`src/rtl/id_ex_operand_buffer_if.sv`:
```
// Decode/execute/write-back signal bundle for the ID/EX operand buffer.
// master = decode + execute + write-back side, slave = the buffer itself.
interface id_ex_operand_buffer_if #(
    parameter int DATA_W = 64,
    parameter int REG_W  = 5,
    parameter int CTRL_W = 12
);
    logic              IN_VALID;
    logic              IN_READY;
    logic [REG_W-1:0]  IN_RS_A;
    logic [REG_W-1:0]  IN_RS_B;
    logic [DATA_W-1:0] IN_DATA_A;
    logic [DATA_W-1:0] IN_DATA_B;
    logic [REG_W-1:0]  IN_RD;
    logic [CTRL_W-1:0] IN_CTRL;
    logic [DATA_W-1:0] IN_IMM;
    logic              WB_WE;
    logic [REG_W-1:0]  WB_REG;
    logic [DATA_W-1:0] WB_DATA;
    logic              FLUSH;
    logic              OUT_VALID;
    logic              OUT_READY;
    logic [DATA_W-1:0] OUT_DATA_A;
    logic [DATA_W-1:0] OUT_DATA_B;
    logic [REG_W-1:0]  OUT_RD;
    logic [CTRL_W-1:0] OUT_CTRL;
    logic [DATA_W-1:0] OUT_IMM;

    modport master (
        output IN_VALID, IN_RS_A, IN_RS_B, IN_DATA_A, IN_DATA_B, IN_RD, IN_CTRL, IN_IMM,
        output WB_WE, WB_REG, WB_DATA, FLUSH, OUT_READY,
        input  IN_READY, OUT_VALID, OUT_DATA_A, OUT_DATA_B, OUT_RD, OUT_CTRL, OUT_IMM
    );

    modport slave (
        input  IN_VALID, IN_RS_A, IN_RS_B, IN_DATA_A, IN_DATA_B, IN_RD, IN_CTRL, IN_IMM,
        input  WB_WE, WB_REG, WB_DATA, FLUSH, OUT_READY,
        output IN_READY, OUT_VALID, OUT_DATA_A, OUT_DATA_B, OUT_RD, OUT_CTRL, OUT_IMM
    );
endinterface

```
`src/rtl/id_ex_operand_buffer.sv`:
```
// Two-entry (head + skid) decode-to-execute operand buffer with write-back bypass
// at capture time and continuous write-back snooping of buffered operands.
module id_ex_operand_buffer #(
    parameter int DATA_W = 64,
    parameter int REG_W  = 5,
    parameter int CTRL_W = 12
) (
    input logic                   CLK,
    input logic                   RST,
    id_ex_operand_buffer_if.slave bus
);
    typedef struct packed {
        logic [DATA_W-1:0] a;
        logic [DATA_W-1:0] b;
        logic [REG_W-1:0]  rs_a;
        logic [REG_W-1:0]  rs_b;
        logic [REG_W-1:0]  rd;
        logic [CTRL_W-1:0] ctrl;
        logic [DATA_W-1:0] imm;
    } entry_t;

    typedef enum logic [1:0] {EMPTY, ONE, FULL} state_t;

    state_t state, state_n;
    entry_t ent_p0, ent_p1, ent_p0_n, ent_p1_n, cap;
    logic   vld_p0, vld_p1, accept, pop;

    function automatic logic [DATA_W-1:0] snoop(
        input logic [DATA_W-1:0] cur,
        input logic [REG_W-1:0]  rs,
        input logic              we,
        input logic [REG_W-1:0]  wreg,
        input logic [DATA_W-1:0] wdata
    );
        return (we && (rs == wreg)) ? wdata : cur;
    endfunction

    assign vld_p0       = (state != EMPTY);
    assign vld_p1       = (state == FULL);
    assign bus.IN_READY = (state != FULL) & ~bus.FLUSH;
    assign accept       = bus.IN_VALID & bus.IN_READY;
    assign pop          = vld_p0 & bus.OUT_READY;

    // Capture stage: the register file writes at the edge, so a same-cycle write wins
    always_comb begin
        cap      = '0;
        cap.a    = snoop(bus.IN_DATA_A, bus.IN_RS_A, bus.WB_WE, bus.WB_REG, bus.WB_DATA);
        cap.b    = snoop(bus.IN_DATA_B, bus.IN_RS_B, bus.WB_WE, bus.WB_REG, bus.WB_DATA);
        cap.rs_a = bus.IN_RS_A;
        cap.rs_b = bus.IN_RS_B;
        cap.rd   = bus.IN_RD;
        cap.ctrl = bus.IN_CTRL;
        cap.imm  = bus.IN_IMM;
    end

    always_comb begin
        state_n = state;
        if (bus.FLUSH) begin
            state_n = EMPTY;
        end else begin
            case (state)
                EMPTY:   if (accept) state_n = ONE;
                ONE: begin
                    if (accept && !pop)      state_n = FULL;
                    else if (pop && !accept) state_n = EMPTY;
                end
                FULL:    if (pop) state_n = ONE;
                default: state_n = EMPTY;
            endcase
        end
    end

    always_comb begin
        ent_p0_n = ent_p0;
        ent_p1_n = ent_p1;
        if (vld_p0) begin
            ent_p0_n.a = snoop(ent_p0.a, ent_p0.rs_a, bus.WB_WE, bus.WB_REG, bus.WB_DATA);
            ent_p0_n.b = snoop(ent_p0.b, ent_p0.rs_b, bus.WB_WE, bus.WB_REG, bus.WB_DATA);
        end
        if (vld_p1) begin
            ent_p1_n.a = snoop(ent_p1.a, ent_p1.rs_a, bus.WB_WE, bus.WB_REG, bus.WB_DATA);
            ent_p1_n.b = snoop(ent_p1.b, ent_p1.rs_b, bus.WB_WE, bus.WB_REG, bus.WB_DATA);
        end
        case (state)
            EMPTY: if (accept) ent_p0_n = cap;
            ONE: begin
                if (accept && pop) ent_p0_n = cap;
                else if (accept)   ent_p1_n = cap;
            end
            // Skid entry carries this edge's snoop into the head
            FULL:    if (pop) ent_p0_n = ent_p1_n;
            default: ;
        endcase
    end

    // Head (p0) / skid (p1) registers
    always_ff @(posedge CLK or posedge RST) begin
        if (RST) begin
            state  <= EMPTY;
            ent_p0 <= '0;
            ent_p1 <= '0;
        end else begin
            state  <= state_n;
            ent_p0 <= ent_p0_n;
            ent_p1 <= ent_p1_n;
        end
    end

    assign bus.OUT_VALID  = vld_p0;
    assign bus.OUT_DATA_A = ent_p0.a;
    assign bus.OUT_DATA_B = ent_p0.b;
    assign bus.OUT_RD     = ent_p0.rd;
    assign bus.OUT_CTRL   = ent_p0.ctrl;
    assign bus.OUT_IMM    = ent_p0.imm;
endmodule

```
`src/flat_wrapper.sv`:
```
// flat-port wrapper written by rule: the top's interface ports become plain ports
module id_ex_operand_buffer_flat 
#(
    parameter int DATA_W = 64,
    parameter int REG_W  = 5,
    parameter int CTRL_W = 12
)
  (CLK, RST, bus_IN_VALID, bus_IN_RS_A, bus_IN_RS_B, bus_IN_DATA_A, bus_IN_DATA_B, bus_IN_RD, bus_IN_CTRL, bus_IN_IMM, bus_WB_WE, bus_WB_REG, bus_WB_DATA, bus_FLUSH, bus_OUT_READY, bus_IN_READY, bus_OUT_VALID, bus_OUT_DATA_A, bus_OUT_DATA_B, bus_OUT_RD, bus_OUT_CTRL, bus_OUT_IMM);
  id_ex_operand_buffer_if #(.DATA_W(DATA_W), .REG_W(REG_W), .CTRL_W(CTRL_W)) bus_i ();
  input logic CLK;
  input logic RST;
  input wire logic [$bits(bus_i.IN_VALID)-1:0] bus_IN_VALID;
  input wire logic [$bits(bus_i.IN_RS_A)-1:0] bus_IN_RS_A;
  input wire logic [$bits(bus_i.IN_RS_B)-1:0] bus_IN_RS_B;
  input wire logic [$bits(bus_i.IN_DATA_A)-1:0] bus_IN_DATA_A;
  input wire logic [$bits(bus_i.IN_DATA_B)-1:0] bus_IN_DATA_B;
  input wire logic [$bits(bus_i.IN_RD)-1:0] bus_IN_RD;
  input wire logic [$bits(bus_i.IN_CTRL)-1:0] bus_IN_CTRL;
  input wire logic [$bits(bus_i.IN_IMM)-1:0] bus_IN_IMM;
  input wire logic [$bits(bus_i.WB_WE)-1:0] bus_WB_WE;
  input wire logic [$bits(bus_i.WB_REG)-1:0] bus_WB_REG;
  input wire logic [$bits(bus_i.WB_DATA)-1:0] bus_WB_DATA;
  input wire logic [$bits(bus_i.FLUSH)-1:0] bus_FLUSH;
  input wire logic [$bits(bus_i.OUT_READY)-1:0] bus_OUT_READY;
  output wire logic [$bits(bus_i.IN_READY)-1:0] bus_IN_READY;
  output wire logic [$bits(bus_i.OUT_VALID)-1:0] bus_OUT_VALID;
  output wire logic [$bits(bus_i.OUT_DATA_A)-1:0] bus_OUT_DATA_A;
  output wire logic [$bits(bus_i.OUT_DATA_B)-1:0] bus_OUT_DATA_B;
  output wire logic [$bits(bus_i.OUT_RD)-1:0] bus_OUT_RD;
  output wire logic [$bits(bus_i.OUT_CTRL)-1:0] bus_OUT_CTRL;
  output wire logic [$bits(bus_i.OUT_IMM)-1:0] bus_OUT_IMM;
  assign bus_i.IN_VALID = bus_IN_VALID;
  assign bus_i.IN_RS_A = bus_IN_RS_A;
  assign bus_i.IN_RS_B = bus_IN_RS_B;
  assign bus_i.IN_DATA_A = bus_IN_DATA_A;
  assign bus_i.IN_DATA_B = bus_IN_DATA_B;
  assign bus_i.IN_RD = bus_IN_RD;
  assign bus_i.IN_CTRL = bus_IN_CTRL;
  assign bus_i.IN_IMM = bus_IN_IMM;
  assign bus_i.WB_WE = bus_WB_WE;
  assign bus_i.WB_REG = bus_WB_REG;
  assign bus_i.WB_DATA = bus_WB_DATA;
  assign bus_i.FLUSH = bus_FLUSH;
  assign bus_i.OUT_READY = bus_OUT_READY;
  assign bus_IN_READY = bus_i.IN_READY;
  assign bus_OUT_VALID = bus_i.OUT_VALID;
  assign bus_OUT_DATA_A = bus_i.OUT_DATA_A;
  assign bus_OUT_DATA_B = bus_i.OUT_DATA_B;
  assign bus_OUT_RD = bus_i.OUT_RD;
  assign bus_OUT_CTRL = bus_i.OUT_CTRL;
  assign bus_OUT_IMM = bus_i.OUT_IMM;
  id_ex_operand_buffer #(.DATA_W(DATA_W), .REG_W(REG_W), .CTRL_W(CTRL_W)) u_core (.CLK(CLK), .RST(RST), .bus(bus_i));
endmodule
```
`config.mk`:
```
export PLATFORM = sky130hd
export DESIGN_NAME = id_ex_operand_buffer_flat
export DESIGN_NICKNAME = d
export VERILOG_FILES = /design/src/rtl/id_ex_operand_buffer_if.sv /design/src/rtl/id_ex_operand_buffer.sv /design/src/flat_wrapper.sv
export SDC_FILE = /design/constraint.sdc
export NUM_CORES = 1
export LEC_CHECK = 0
export CAP_MARGIN = 5
export CORE_MARGIN = 2
export CORE_UTILIZATION = 30
export DETAILED_ROUTE_END_ITERATION = 6
export PLACE_DENSITY = 0.5
export SETUP_SLACK_MARGIN = 0.05
export SYNTH_ARGS = -nofsm -noshare
export SYNTH_HDL_FRONTEND = slang
export SYNTH_SLANG_ARGS = --single-unit
```
`constraint.sdc`:
```
create_clock -name CLK -period 25.1 [get_ports CLK]
set_input_delay 5.02 -clock CLK [delete_from_list [all_inputs] [get_ports CLK]]
set_output_delay 5.02 -clock CLK [all_outputs]
set_load 0.01 [all_outputs]
```
==> flow_summary.toml <==
[synthesis]
synthTopCellsByArea = "dfrtp_1 41%, nand2_1 12%, buf_4 6.4%"
yosys_warnings = 0
synth_seq_cells = 440
synth_nets = 3165
synth_ff_type = "dfrtp_1"
syn-instance-count = 2869
syn_area_per_cell_um2 = 9.28
synth_edf_count = 0
seq_area_frac_synth = 0.413
ys_types = 52
synth_area_um2 = 26600
async_flop_share = 1.00
netlist.area_leader.share = 0.413
synth_area_leader_cell = "dfrtp_1"

[clock_tree]
cts_inserted_buffers = 55
cts_sinks = 440
cts-root-buf = "clkbuf_16"
htree_levels = 2
path_clk_slew_ns = 0.06
cts_hold_buf = 0
postCtsSetupBuffers = 0
clk_latency_ns = 0.61
cts_resized = 0
clock_tree.buffer_depth = 3
cts_tree = "yes"

[place]
hpwl_um = 63200
port_buffers = 504
gp_congestion = 0.791
dp.cells = 4115
dpl_cell_area_um2 = 30800

[worst_setup_path]
critPathRequiredTime_ns = 20.08
r2r_end = "u_core.ent_p1[210]"
r2r_slack_ns = 20.86
worst-path-max-fanout = 4
reg2regPathDepth = 11
path_class = "in -> out"
crit_path_end_kind = "output pin"
r2r-start = "u_core.state[1]"
arrival_ns = 6.23
cp-start-kind = "primary input"

[power_and_ir_drop]
p_leak_nw = 13.2
peakVddDrop_mv = 0.0683
p_per_area_nw_per_um2 = 75.5

[finish]
syn2layout_area_growth_pct = 22.7
final_nets = 3303
multi_input_area_um2 = 12700
fin_area_um2 = 32700
drive_above_1_share = 0.133
seq_area_um2 = 11000
final_cell_count_no_fill = 4222
nFillCells = 8804

[hold_path]
holdPathEnd = "u_core.bus.OUT_IMM[25]"
worstHoldStart = "u_core.bus.OUT_IMM[25]"
holdCritPathClass = "reg -> reg"
holdPathStages = 2

[global_routing]
gr-total-overflow = 0
grt_pass1_vias = 23732
grt_pass1_wl_um = 151000
grt_max_degree = 172
antenna_found_initial = 19
grtUsageTotal = 0.215

[detailed_routing]
wirelength_um = 101000
first_pass_iters = 5
drcViolationCount = 0
drt-initial-drc-count = 1599
postRouteAntennaNets = 0
post_drt_wl_per_cell_um = 23.9
routed_via_density = 5.35
vias = 22606

[status]
outcome = "finished with violations"
violations = "max-slew violations"

[timing]
worst_pin_slew_ns = 1.55
slew_violations = 27
slew_headroom = -0.0361
setup_violations = 0
finClkSkew_ns = 0.0269
final_hold_viol_count = 0
rsz0062_at_grt = "no"
finalCritPeriodShare = 0.448
min_period_ns = 11.25
fmax_mhz = 88.9
fin_tns_setup_ns = 0

[floorplanning]
ioPinCount = 505
num_rows = 109
die_y_um = 302
die_x_um = 302
coreArea_um2 = 88200
dieArea_um2 = 91200
start_util = 0.302

[flow_run]
max-cap-violations = 0
==> layout make-up <==
cell class	count	area share
Clock buffer	77	0.0484
Timing Repair Buffer	543	0.165
Inverter	52	0.00628
Sequential cell	440	0.337
Multi-Input combinational cell	1915	0.389
Antenna cell	5	0.000383
Clock inverter	25	0.00919
Tap cell	1165	0.0446
==> synthesized netlist by cell type, types with 3 or more instances <==
| cell type | number |
|---|---|
| a21oi_1 | 47 |
| a22oi_1 | 91 |
| a31oi_1 | 46 |
| buf_1 | 4 |
| buf_2 | 108 |
| buf_4 | 227 |
| buf_6 | 19 |
| clkbuf_1 | 100 |
| clkbuf_4 | 4 |
| dfrtp_1 | 440 |
| inv_1 | 51 |
| mux2_2 | 132 |
| mux2_4 | 60 |
| mux2i_1 | 101 |
| nand2_1 | 817 |
| nand3_1 | 3 |
| nor2_1 | 26 |
| nor3_1 | 82 |
| nor4_1 | 48 |
| o211ai_1 | 50 |
| o211ai_2 | 60 |
| o21a_1 | 128 |
| o21ai_0 | 18 |
| o221ai_1 | 19 |
| o22a_1 | 64 |
| o32a_1 | 64 |
| xnor2_1 | 21 |
| xor2_1 | 9 |
==> registers in the layout (all words and copies together), names as in the netlist <==
signal / count
u_core.bus.OUT_IMM: 64
u_core.ent_p0: 10
u_core.bus.OUT_RD: 5
u_core.state: 2
u_core.ent_p1: 219
u_core.bus.OUT_DATA_A: 64
u_core.bus.OUT_CTRL: 12
u_core.bus.OUT_DATA_B: 64
==> critical path, cell delays in order <==
cell and delay [ns]:
clkdlybuf4s50_1 0.47, nor2_1 0.18, clkdlybuf4s50_1 0.56
==> power by group <==
group,internal (mW),switching [mW]
Combinational,0.337,0.304
Sequential,0.881,0.111
Clock,0.500,0.335
Total,1.72,0.750
==> layout by cell type, fill, tap and decap left out, types with 4 or more instances in the layout <==
master | Yosys | layout
xnor2_1 | 21 | 21
mux2_4 | 60 | 60
nor3_1 | 82 | 82
clkinvlp_4 | 0 | 4
nor4_1 | 48 | 47
buf_12 | 0 | 4
clkbuf_8 | 0 | 10
diode_2 | 0 | 5
a21oi_1 | 47 | 46
xor2_1 | 9 | 9
a22oi_1 | 91 | 91
clkdlybuf4s50_1 | 0 | 504
o211ai_2 | 60 | 60
o22a_1 | 64 | 64
dfrtp_1 | 440 | 440
o211ai_1 | 50 | 50
nor2_1 | 26 | 25
mux2_2 | 132 | 132
o32a_1 | 64 | 64
bufinv_16 | 0 | 6
o21a_1 | 128 | 128
clkbuf_16 | 0 | 56
a31oi_1 | 46 | 46
o221ai_1 | 19 | 18
nand2_1 | 817 | 816
clkinv_2 | 0 | 13
o21ai_0 | 18 | 18
clkbuf_1 | 100 | 11
inv_1 | 51 | 50
buf_4 | 227 | 35
mux2i_1 | 101 | 101
==> cells by family (layout without fill, tap and decap cells) <==
| family | after synthesis | count (layout) | synth area share |
|---|---|---|---|
| AO/OA/AOI/OAI | 594 | 594 | 0.181 |
| XOR/XNOR | 30 | 30 | 0.00986 |
| adder cells (fa/ha/maj) | 2 | 2 | 0.000939 |
| buffers and inverters | 514 | 697 | 0.116 |
| flip-flops | 440 | 440 | 0.413 |
| multiplexers | 293 | 293 | 0.128 |
| other | 0 | 5 | 0 |
| AND/OR/NAND/NOR | 996 | 996 | 0.152 |
==> metrics by stage <==
| stage | total power [mW] | util | hold WS [ns] | setup WS (ns) |
|---|---|---|---|---|
| 6_report | 2.47 | 0.370 | 0.474 | 13.85 |
| 5_1_grt | 2.59 | 0.370 | 0.490 | 13.82 |
| 4_1_cts | 2.49 | 0.370 | 0.479 | 13.83 |
| 3_5_place_dp | 1.64 | 0.349 | 0.462 | 13.85 |
| 3_3_place_gp | 1.62 | 0.349 | 0.459 | 13.87 |
| 2_1_floorplan | 1.41 | - | 0.447 | 7.82 |
==> how the worst max path moves through the flow <==
| stage | slack (ns) | depth (start not counted) | from | to |
|---|---|---|---|---|
| after floorplan | 7.82 | 1 | RST | u_core.bus.OUT_CTRL[0] |
| after global placement | 13.87 | 3 | bus_FLUSH | bus_IN_READY |
| after detailed placement | 13.85 | 3 | bus_FLUSH | bus_IN_READY |
| after CTS | 13.83 | 3 | bus_FLUSH | bus_IN_READY |
| after global routing | 13.82 | 3 | bus_FLUSH | bus_IN_READY |
| final | 13.85 | 3 | bus_FLUSH | bus_IN_READY |
==> routing by layer <==
metal  track usage  vias to the layer above  wire length [um]
li1              -                    10092                 -
met1         0.263                    11414             40900
met3        0.0615                      182              8090
met5             0                        -               200
met4        0.0639                       30              2300
met2         0.367                      888             49400
Note: power is estimated with default switching activity, not from simulation.
